### src/rtl/pc_seq_pkg.sv
// Shared types and default vectors for the MINI_MIPS fetch PC sequencer.
// Holds the FSM state enum, next-PC select enum and default vectors.
package pc_seq_pkg;

  typedef enum logic [1:0] {
    BOOT,
    RUN,
    HALT
  } state_e;

  typedef enum logic [2:0] {
    TRAP,
    RET,
    REDIR,
    HOLD,
    INC
  } sel_e;

  localparam logic [31:0] DEF_RESET_VECTOR = 32'h0000_0000;
  localparam logic [31:0] DEF_TRAP_VECTOR  = 32'h0000_0080;

endpackage

### src/rtl/pc_sequencer_if.sv
// Fetch-side bundle between next-PC control, PC sequencer and I-memory.
// master: sequencer (drives pc/status); slave: control + memory side.
interface pc_sequencer_if #(
  parameter int PC_WIDTH = 32
);

  logic                fetch_ready;
  logic                stall;
  logic                redirect_valid;
  logic [PC_WIDTH-1:0] redirect_target;
  logic                call_valid;
  logic                ret_valid;
  logic                trap_valid;
  logic                halt;
  logic                resume;
  logic [PC_WIDTH-1:0] pc;
  logic                pc_valid;
  logic                misaligned_err;
  logic                ras_empty;
  logic                ras_full;

  modport master (
    input  fetch_ready, stall,
    input  redirect_valid, redirect_target,
    input  call_valid, ret_valid,
    input  trap_valid, halt, resume,
    output pc, pc_valid, misaligned_err,
    output ras_empty, ras_full
  );

  modport slave (
    output fetch_ready, stall,
    output redirect_valid, redirect_target,
    output call_valid, ret_valid,
    output trap_valid, halt, resume,
    input  pc, pc_valid, misaligned_err,
    input  ras_empty, ras_full
  );

endinterface

### src/rtl/pc_ras.sv
// Circular return-address stack: push/pop/top, empty/full flags.
// Ports: clk, rst_n, push_i, pop_i, data_i -> top_o, empty_o, full_o.
module pc_ras #(
  parameter int DEPTH = 4,
  parameter int W     = 32
) (
  input  logic         clk,
  input  logic         rst_n,
  input  logic         push_i,
  input  logic         pop_i,
  input  logic [W-1:0] data_i,
  output logic [W-1:0] top_o,
  output logic         empty_o,
  output logic         full_o
);

  localparam int AW = $clog2(DEPTH);
  localparam logic [AW-1:0] SP_ONE  = AW'(1);
  localparam logic [AW:0]   CNT_ONE = (AW+1)'(1);
  localparam logic [AW:0]   CNT_MAX = (AW+1)'(DEPTH);

  logic [W-1:0]  mem_q [DEPTH];
  logic [AW-1:0] sp_q;
  logic [AW:0]   cnt_q;
  logic [AW-1:0] wr_idx;
  logic          pop_ok;

  assign pop_ok  = pop_i && (cnt_q != '0);
  assign empty_o = (cnt_q == '0);
  assign full_o  = (cnt_q == CNT_MAX);
  assign top_o   = mem_q[sp_q];

  // pop+push replaces the top in place; a plain push
  // past full wraps onto the oldest slot
  assign wr_idx = pop_ok ? sp_q : sp_q + SP_ONE;

  always_ff @(posedge clk or negedge rst_n) begin
    if (!rst_n) begin
      sp_q  <= '1;
      cnt_q <= '0;
    end else if (push_i && !pop_ok) begin
      sp_q <= sp_q + SP_ONE;
      if (!full_o) cnt_q <= cnt_q + CNT_ONE;
    end else if (pop_ok && !push_i) begin
      sp_q  <= sp_q - SP_ONE;
      cnt_q <= cnt_q - CNT_ONE;
    end
  end

  always_ff @(posedge clk) begin
    if (push_i) mem_q[wr_idx] <= data_i;
  end

endmodule

### src/rtl/pc_sequencer.sv
// Fetch PC sequencer: BOOT/RUN/HALT FSM, prioritised next-PC select.
// Ports: clk, reset_n, bus (pc_sequencer_if.master). RAS: PC_SEQ_RAS_EN.
module pc_sequencer
  import pc_seq_pkg::*;
#(
  parameter int                  PC_WIDTH     = 32,
  parameter logic [PC_WIDTH-1:0] RESET_VECTOR = PC_WIDTH'(DEF_RESET_VECTOR),
  parameter logic [PC_WIDTH-1:0] TRAP_VECTOR  = PC_WIDTH'(DEF_TRAP_VECTOR),
  parameter int                  INSTR_BYTES  = 4,
  parameter int                  RAS_DEPTH    = 4
) (
  input logic           clk,
  input logic           reset_n,
  pc_sequencer_if.master bus
);

  localparam logic [PC_WIDTH-1:0] STEP = PC_WIDTH'(INSTR_BYTES);
  localparam logic [PC_WIDTH-1:0] LOW  = PC_WIDTH'(INSTR_BYTES - 1);

  state_e              state_q, state_d;
  logic [PC_WIDTH-1:0] pc_q, pc_d;
  logic                vld_q, vld_d;
  logic                mis_q, mis_d;
  logic [PC_WIDTH-1:0] seq_pc, tgt, ret_tgt;
  logic                load, run;
  sel_e                sel;

  assign run    = (state_q == RUN);
  assign seq_pc = pc_q + STEP;

`ifdef PC_SEQ_RAS_EN
  logic                ras_push, ras_pop;
  logic                ras_emp, ras_ful;
  logic [PC_WIDTH-1:0] ras_top;

  assign ras_push = run && !bus.trap_valid
                 && bus.call_valid && bus.redirect_valid;
  assign ras_pop  = run && !bus.trap_valid && bus.ret_valid;
  // empty stack: a return falls back to the decoded target
  assign ret_tgt  = ras_emp ? bus.redirect_target : ras_top;

  pc_ras #(
    .DEPTH (RAS_DEPTH),
    .W     (PC_WIDTH)
  ) u_ras (
    .clk     (clk),
    .rst_n   (reset_n),
    .push_i  (ras_push),
    .pop_i   (ras_pop),
    .data_i  (seq_pc),
    .top_o   (ras_top),
    .empty_o (ras_emp),
    .full_o  (ras_ful)
  );

  assign bus.ras_empty = ras_emp;
  assign bus.ras_full  = ras_ful;
`else
  localparam int unused_ras_depth = RAS_DEPTH;
  logic unused_call;

  assign unused_call   = bus.call_valid;
  assign ret_tgt       = bus.redirect_target;
  assign bus.ras_empty = 1'b1;
  assign bus.ras_full  = 1'b0;
`endif

  // increments need an accepted request: pc_valid and fetch_ready
  always_comb begin
    sel = HOLD;
    priority case (1'b1)
      bus.trap_valid:            sel = TRAP;
      bus.ret_valid:             sel = RET;
      bus.redirect_valid:        sel = REDIR;
      bus.stall:                 sel = HOLD;
      bus.fetch_ready && vld_q:  sel = INC;
      default:                   sel = HOLD;
    endcase
  end

  always_comb begin
    tgt  = bus.redirect_target;
    load = 1'b1;
    unique case (sel)
      TRAP:    tgt  = TRAP_VECTOR;
      RET:     tgt  = ret_tgt;
      REDIR:   tgt  = bus.redirect_target;
      default: load = 1'b0;
    endcase
  end

  always_comb begin
    state_d = state_q;
    pc_d    = pc_q;
    mis_d   = 1'b0;
    unique case (state_q)
      BOOT: state_d = RUN;
      RUN: begin
        if (load) begin
          pc_d  = tgt & ~LOW;
          mis_d = |(tgt & LOW);
        end else if (sel == INC) begin
          pc_d = seq_pc;
        end
        if (bus.halt) state_d = HALT;
      end
      HALT: begin
        if (bus.trap_valid) begin
          state_d = RUN;
          pc_d    = TRAP_VECTOR & ~LOW;
          mis_d   = |(TRAP_VECTOR & LOW);
        end else if (bus.resume) begin
          state_d = RUN;
        end
      end
      default: state_d = BOOT;
    endcase
    // first RUN cycle after BOOT/HALT presents no request yet
    vld_d = run && (state_d == RUN);
  end

  always_ff @(posedge clk or negedge reset_n) begin
    if (!reset_n) begin
      state_q <= BOOT;
      pc_q    <= RESET_VECTOR;
      vld_q   <= 1'b0;
      mis_q   <= 1'b0;
    end else begin
      state_q <= state_d;
      pc_q    <= pc_d;
      vld_q   <= vld_d;
      mis_q   <= mis_d;
    end
  end

  assign bus.pc             = pc_q;
  assign bus.pc_valid       = vld_q;
  assign bus.misaligned_err = mis_q;

endmodule

### src/flat_wrapper.sv
// flat-port wrapper written by rule: the top's interface ports become plain ports
module pc_sequencer_flat import pc_seq_pkg::*;
#(
  parameter int                  PC_WIDTH     = 32,
  parameter logic [PC_WIDTH-1:0] RESET_VECTOR = PC_WIDTH'(DEF_RESET_VECTOR),
  parameter logic [PC_WIDTH-1:0] TRAP_VECTOR  = PC_WIDTH'(DEF_TRAP_VECTOR),
  parameter int                  INSTR_BYTES  = 4,
  parameter int                  RAS_DEPTH    = 4
)
  (clk, reset_n, bus_fetch_ready, bus_stall, bus_redirect_valid, bus_redirect_target, bus_call_valid, bus_ret_valid, bus_trap_valid, bus_halt, bus_resume, bus_pc, bus_pc_valid, bus_misaligned_err, bus_ras_empty, bus_ras_full);
  pc_sequencer_if #(.PC_WIDTH(PC_WIDTH)) bus_i ();
  input logic clk;
  input logic reset_n;
  input wire logic [$bits(bus_i.fetch_ready)-1:0] bus_fetch_ready;
  input wire logic [$bits(bus_i.stall)-1:0] bus_stall;
  input wire logic [$bits(bus_i.redirect_valid)-1:0] bus_redirect_valid;
  input wire logic [$bits(bus_i.redirect_target)-1:0] bus_redirect_target;
  input wire logic [$bits(bus_i.call_valid)-1:0] bus_call_valid;
  input wire logic [$bits(bus_i.ret_valid)-1:0] bus_ret_valid;
  input wire logic [$bits(bus_i.trap_valid)-1:0] bus_trap_valid;
  input wire logic [$bits(bus_i.halt)-1:0] bus_halt;
  input wire logic [$bits(bus_i.resume)-1:0] bus_resume;
  output wire logic [$bits(bus_i.pc)-1:0] bus_pc;
  output wire logic [$bits(bus_i.pc_valid)-1:0] bus_pc_valid;
  output wire logic [$bits(bus_i.misaligned_err)-1:0] bus_misaligned_err;
  output wire logic [$bits(bus_i.ras_empty)-1:0] bus_ras_empty;
  output wire logic [$bits(bus_i.ras_full)-1:0] bus_ras_full;
  assign bus_i.fetch_ready = bus_fetch_ready;
  assign bus_i.stall = bus_stall;
  assign bus_i.redirect_valid = bus_redirect_valid;
  assign bus_i.redirect_target = bus_redirect_target;
  assign bus_i.call_valid = bus_call_valid;
  assign bus_i.ret_valid = bus_ret_valid;
  assign bus_i.trap_valid = bus_trap_valid;
  assign bus_i.halt = bus_halt;
  assign bus_i.resume = bus_resume;
  assign bus_pc = bus_i.pc;
  assign bus_pc_valid = bus_i.pc_valid;
  assign bus_misaligned_err = bus_i.misaligned_err;
  assign bus_ras_empty = bus_i.ras_empty;
  assign bus_ras_full = bus_i.ras_full;
  pc_sequencer #(.PC_WIDTH(PC_WIDTH), .RESET_VECTOR(RESET_VECTOR), .TRAP_VECTOR(TRAP_VECTOR), .INSTR_BYTES(INSTR_BYTES), .RAS_DEPTH(RAS_DEPTH)) u_core (.clk(clk), .reset_n(reset_n), .bus(bus_i));
endmodule
### config.mk
export PLATFORM = sky130hd
export DESIGN_NAME = pc_sequencer_flat
export DESIGN_NICKNAME = d
export VERILOG_FILES = /design/src/rtl/pc_seq_pkg.sv /design/src/rtl/pc_sequencer_if.sv /design/src/rtl/pc_ras.sv /design/src/rtl/pc_sequencer.sv /design/src/flat_wrapper.sv
export SDC_FILE = /design/constraint.sdc
export NUM_CORES = 1
export LEC_CHECK = 0
export CAP_MARGIN = 30
export CORE_MARGIN = 3
export CORE_UTILIZATION = 46
export DETAILED_ROUTE_END_ITERATION = 10
export GPL_ROUTABILITY_DRIVEN = 0
export PLACE_DENSITY = 0.85
export SLEW_MARGIN = 0
export SYNTH_ARGS = -nofsm -noshare
export SYNTH_HDL_FRONTEND = slang
export SYNTH_SLANG_ARGS = --single-unit
export TNS_END_PERCENT = 20
### constraint.sdc
create_clock -name clk -period 2.9 [get_ports clk]
set_clock_uncertainty 0.05 [all_clocks]
set_input_delay 0.58 -clock clk [delete_from_list [all_inputs] [get_ports clk]]
set_output_delay 0.58 -clock clk [all_outputs]
set_load 0.05 [all_outputs]
==> flow_summary.yaml <==
status:
  status: "finished, final reports clean"
power_and_ir_drop:
  p_sw_w: 0.001784
  p_int_w: 0.001527
  seq_power_share_pct: 30.6
  worst_ir_drop_vdd_mv: 0.4852
  switching_share_pct: 53.88
  leakage_nw: 1.238
  p_total_w: 0.003312
  power.density_mw_per_mm2: 1049
  p_comb_share_pct: 59.4
  clkPwrFrac_pct: 10.0
placement:
  portBuffers: 72
  hpwl_um: 4710
  place_area_mm2: 0.003080
global_routing:
  grtUsageTotal_pct: 21.91
  grt_remaining_overflow: 0
  grt_max_degree: 35
  grt_pass1_wl_um: 10810
  first_global_vias: 2426
  antenna_found_initial: 0
synthesis:
  synth_cell_types: 47
  synthCells: 277
  synth-edff-count: 0
  synthArstFlopShare_pct: 100.0
  ys_seq_elements: 34
  yosysSeqAreaShare_pct: 36.84
  synthFlopType: "dfrtp_1"
  yosys_warnings: 0
  avgSynthCellArea_um2: 8.338
  syn_area_mm2: 0.002310
drt:
  drt-total-wl_um: 6495
  ant_nets: 0
  avgRoutedWirePerCell_um: 15.58
  dr.pass1.iters: 4
  drc: 0
  drt-initial-drc-count: 264
  via_per_inst: 5.897
  via_count: 2459
clocking:
  ctsResizeCount: 0
  clk_path_buf_depth: 2
  cts_max_level: 2
  root_buffer: "clkbuf_8"
  cts_buffers: 5
  clk_latency_ns: 0.29
  cts_hold_buffers: 0
  postCtsSetupRepairBufs: 0
  cts_tree: "built"
  clock_sinks: 34
  clk_pin_slew_worst_paths_ns: 0.07
critical_path:
  cp_slowest_cell: "or3_4"
  slowest_delay_ns: 0.49
  r2r_slack_ns: 0.69
  critical_path_arrival_ns: 2.47
  cp-end-kind: "flip-flop"
  critPathLaunchType: "input port"
  path_cells: "clkdlybuf4s50_1, or3_4, a211oi_4, nand4_1, o311ai_0"
  crit_fanout: 16
  worstPathRequired_ns: 2.99
  path_class: "in -> reg"
cells_and_area:
  areaGrowthSynthToFinish_pct: 36.67
  antenna_cells: 0
  drive_gt1_share_pct: 6.857
  nNetsFinal: 397
  fillers: 412
  finalCoreUtilization_pct: 65.96
  fin_area_mm2: 0.003157
floorplanning:
  die_x_um: 76.86
  rows: 25
  initial_core_util_pct: 48.26
  io_pins: 78
  die_area_mm2: 0.005907
  core-area_mm2: 0.004786
  fp.dieH_um: 76.86
sta:
  totalNegativeSetupSlack_ns: 0
  hold_violations: 0
  fmax_ghz: 0.4203
  max-slew-margin-rel_pct: 65.27
  worst_slew_pin_slew_ns: 0.5193
  finalSetupViolations: 0
  drv_slew: 0
  min_period_over_period_pct: 82.04
  rsz0062_at_grt: "false"
  timing.final.crit_period_ns: 2.379
worst_hold_path:
  hp-class: "reg -> reg"
job:
  cap_violations: 0
state kept, by name (all words and copies together), names as in the netlist:
signal and count:
u_core.bus.pc 30, u_core.state_q 2, u_core.bus.misaligned_err 1, u_core.bus.pc_valid 1
final cells by class:
cell class	count	area [um2]	area share [%]
inverter	9	33.78	1.070
multi-input combinational	216	1301	41.22
clock buffer	7	76.32	2.418
sequential	34	850.8	26.95
tap	67	83.83	2.656
timing repair buffer	84	810.8	25.68
power by group through the flow:
stage / Sequential, W / Clock [W] / Combinational, W
final: 0.00101 / 0.000332 / 0.00197
after global routing: 0.00105 / 0.000350 / 0.00208
after CTS: 0.00100 / 0.000336 / 0.00197
after detailed placement: 0.00101 / 0 / 0.00196
after global placement: 0.000997 / 0 / 0.00193
after floorplan: 0.00159 / 0 / 0.000688
per-layer routing:
metal	routed length (um)	track usage, %	part of all wire (%)
met4	58	7.609	0.89
met3	520	5.047	8.0
met1	2783	26.91	43
met5	0	0	0
met2	3132	37.54	48
cell usage after synthesis (all sizes together) (2+ instances only):
| cell type | n | area, um2 |
|---|---|---|
| dfrtp | 34 | 850.8 |
| o21ai | 30 | 150.1 |
| nand2 | 29 | 108.9 |
| nor2 | 20 | 75.07 |
| nand3 | 17 | 85.08 |
| buf | 14 | 113.9 |
| nand4 | 14 | 93.84 |
| a31oi | 13 | 81.33 |
| nor3 | 12 | 60.06 |
| a21oi | 11 | 55.05 |
| inv | 9 | 33.78 |
| o211ai | 7 | 52.55 |
| and3 | 6 | 37.54 |
| clkbuf | 6 | 22.52 |
| o311ai | 6 | 52.55 |
| and4 | 5 | 43.79 |
| ha | 5 | 62.56 |
| o31ai | 4 | 40.03 |
| a221o | 3 | 30.03 |
| nand2b | 3 | 18.77 |
| or4 | 3 | 22.52 |
| a211oi | 2 | 27.53 |
| a32oi | 2 | 17.52 |
| conb | 2 | 7.510 |
| mux2i | 2 | 20.02 |
| nor4 | 2 | 18.77 |
| o21bai | 2 | 15.01 |
| o31a | 2 | 17.52 |
worst max-delay path: cells and delay by family:
| family | cells | cell delay [ns] |
|---|---|---|
| and+or+nand+nor | 2 | 0.68 |
| buffers and inverters | 1 | 0.44 |
| AOI/OAI and AO/OA | 2 | 0.78 |
worst paths after layout:
check / startpoint / cells past startpoint / endpoint
hold / removal: u_core.bus.pc[21]$_DFFE_PN0P_ / 1 / u_core.bus.pc[21]$_DFFE_PN0P_
hold reg to reg: u_core.bus.pc[21]$_DFFE_PN0P_ / 1 / u_core.bus.pc[21]$_DFFE_PN0P_
min in group asynchronous: reset_n / 2 / u_core.bus.pc[23]$_DFFE_PN0P_
setup / recovery: bus_redirect_valid / 5 / u_core.bus.pc[27]$_DFFE_PN0P_
max in group asynchronous: reset_n / 2 / u_core.bus.pc[17]$_DFFE_PN0P_
setup reg to reg: u_core.bus.pc[2]$_DFFE_PN0P_ / 6 / u_core.bus.pc[28]$_DFFE_PN0P_
cell families (layout without fill, tap and decap cells):
group,count (synthesis),after routing,share of synthesized area [%]
AOI/OAI and AO/OA,89,89,25.84
adders and majority gates,5,5,2.709
muxes,2,2,0.8668
DFF,34,34,36.84
other,2,4,0.3251
and+or+nand+nor,116,116,26.06
buffers and inverters,29,100,7.367
stage by stage:
step / instances / hold slack (ns) / worst slack [ns]
final: 417 / 0.5166 / 0.5209
after global routing: 417 / 0.5177 / 0.4981
after CTS: 417 / 0.5064 / 0.5563
after detailed placement: 410 / 0.4942 / 0.2630
after global placement: 410 / 0.4700 / 0.3500
after floorplan: 279 / 0.2344 / 0.5744
layout by cell type (no fill, tap or decap), types with 2 or more instances in the layout:
cell type,count
a21oi_1,11
a221o_1,3
a31oi_1,13
a32oi_1,2
and3_1,6
and4_1,5
buf_4,12
clkbuf_1,2
clkbuf_8,5
clkdlybuf4s50_1,72
conb_1,4
dfrtp_1,34
ha_1,5
inv_1,9
mux2i_1,2
nand2_1,29
nand2b_1,3
nand3_1,17
nand4_1,13
nor2_1,20
nor3_1,11
o211ai_1,7
o21ai_0,30
o21bai_1,2
o311ai_0,2
o311ai_1,4
o31a_1,2
o31ai_1,2
o31ai_2,2
or4_1,3
Power figures use the tool's default switching activity.
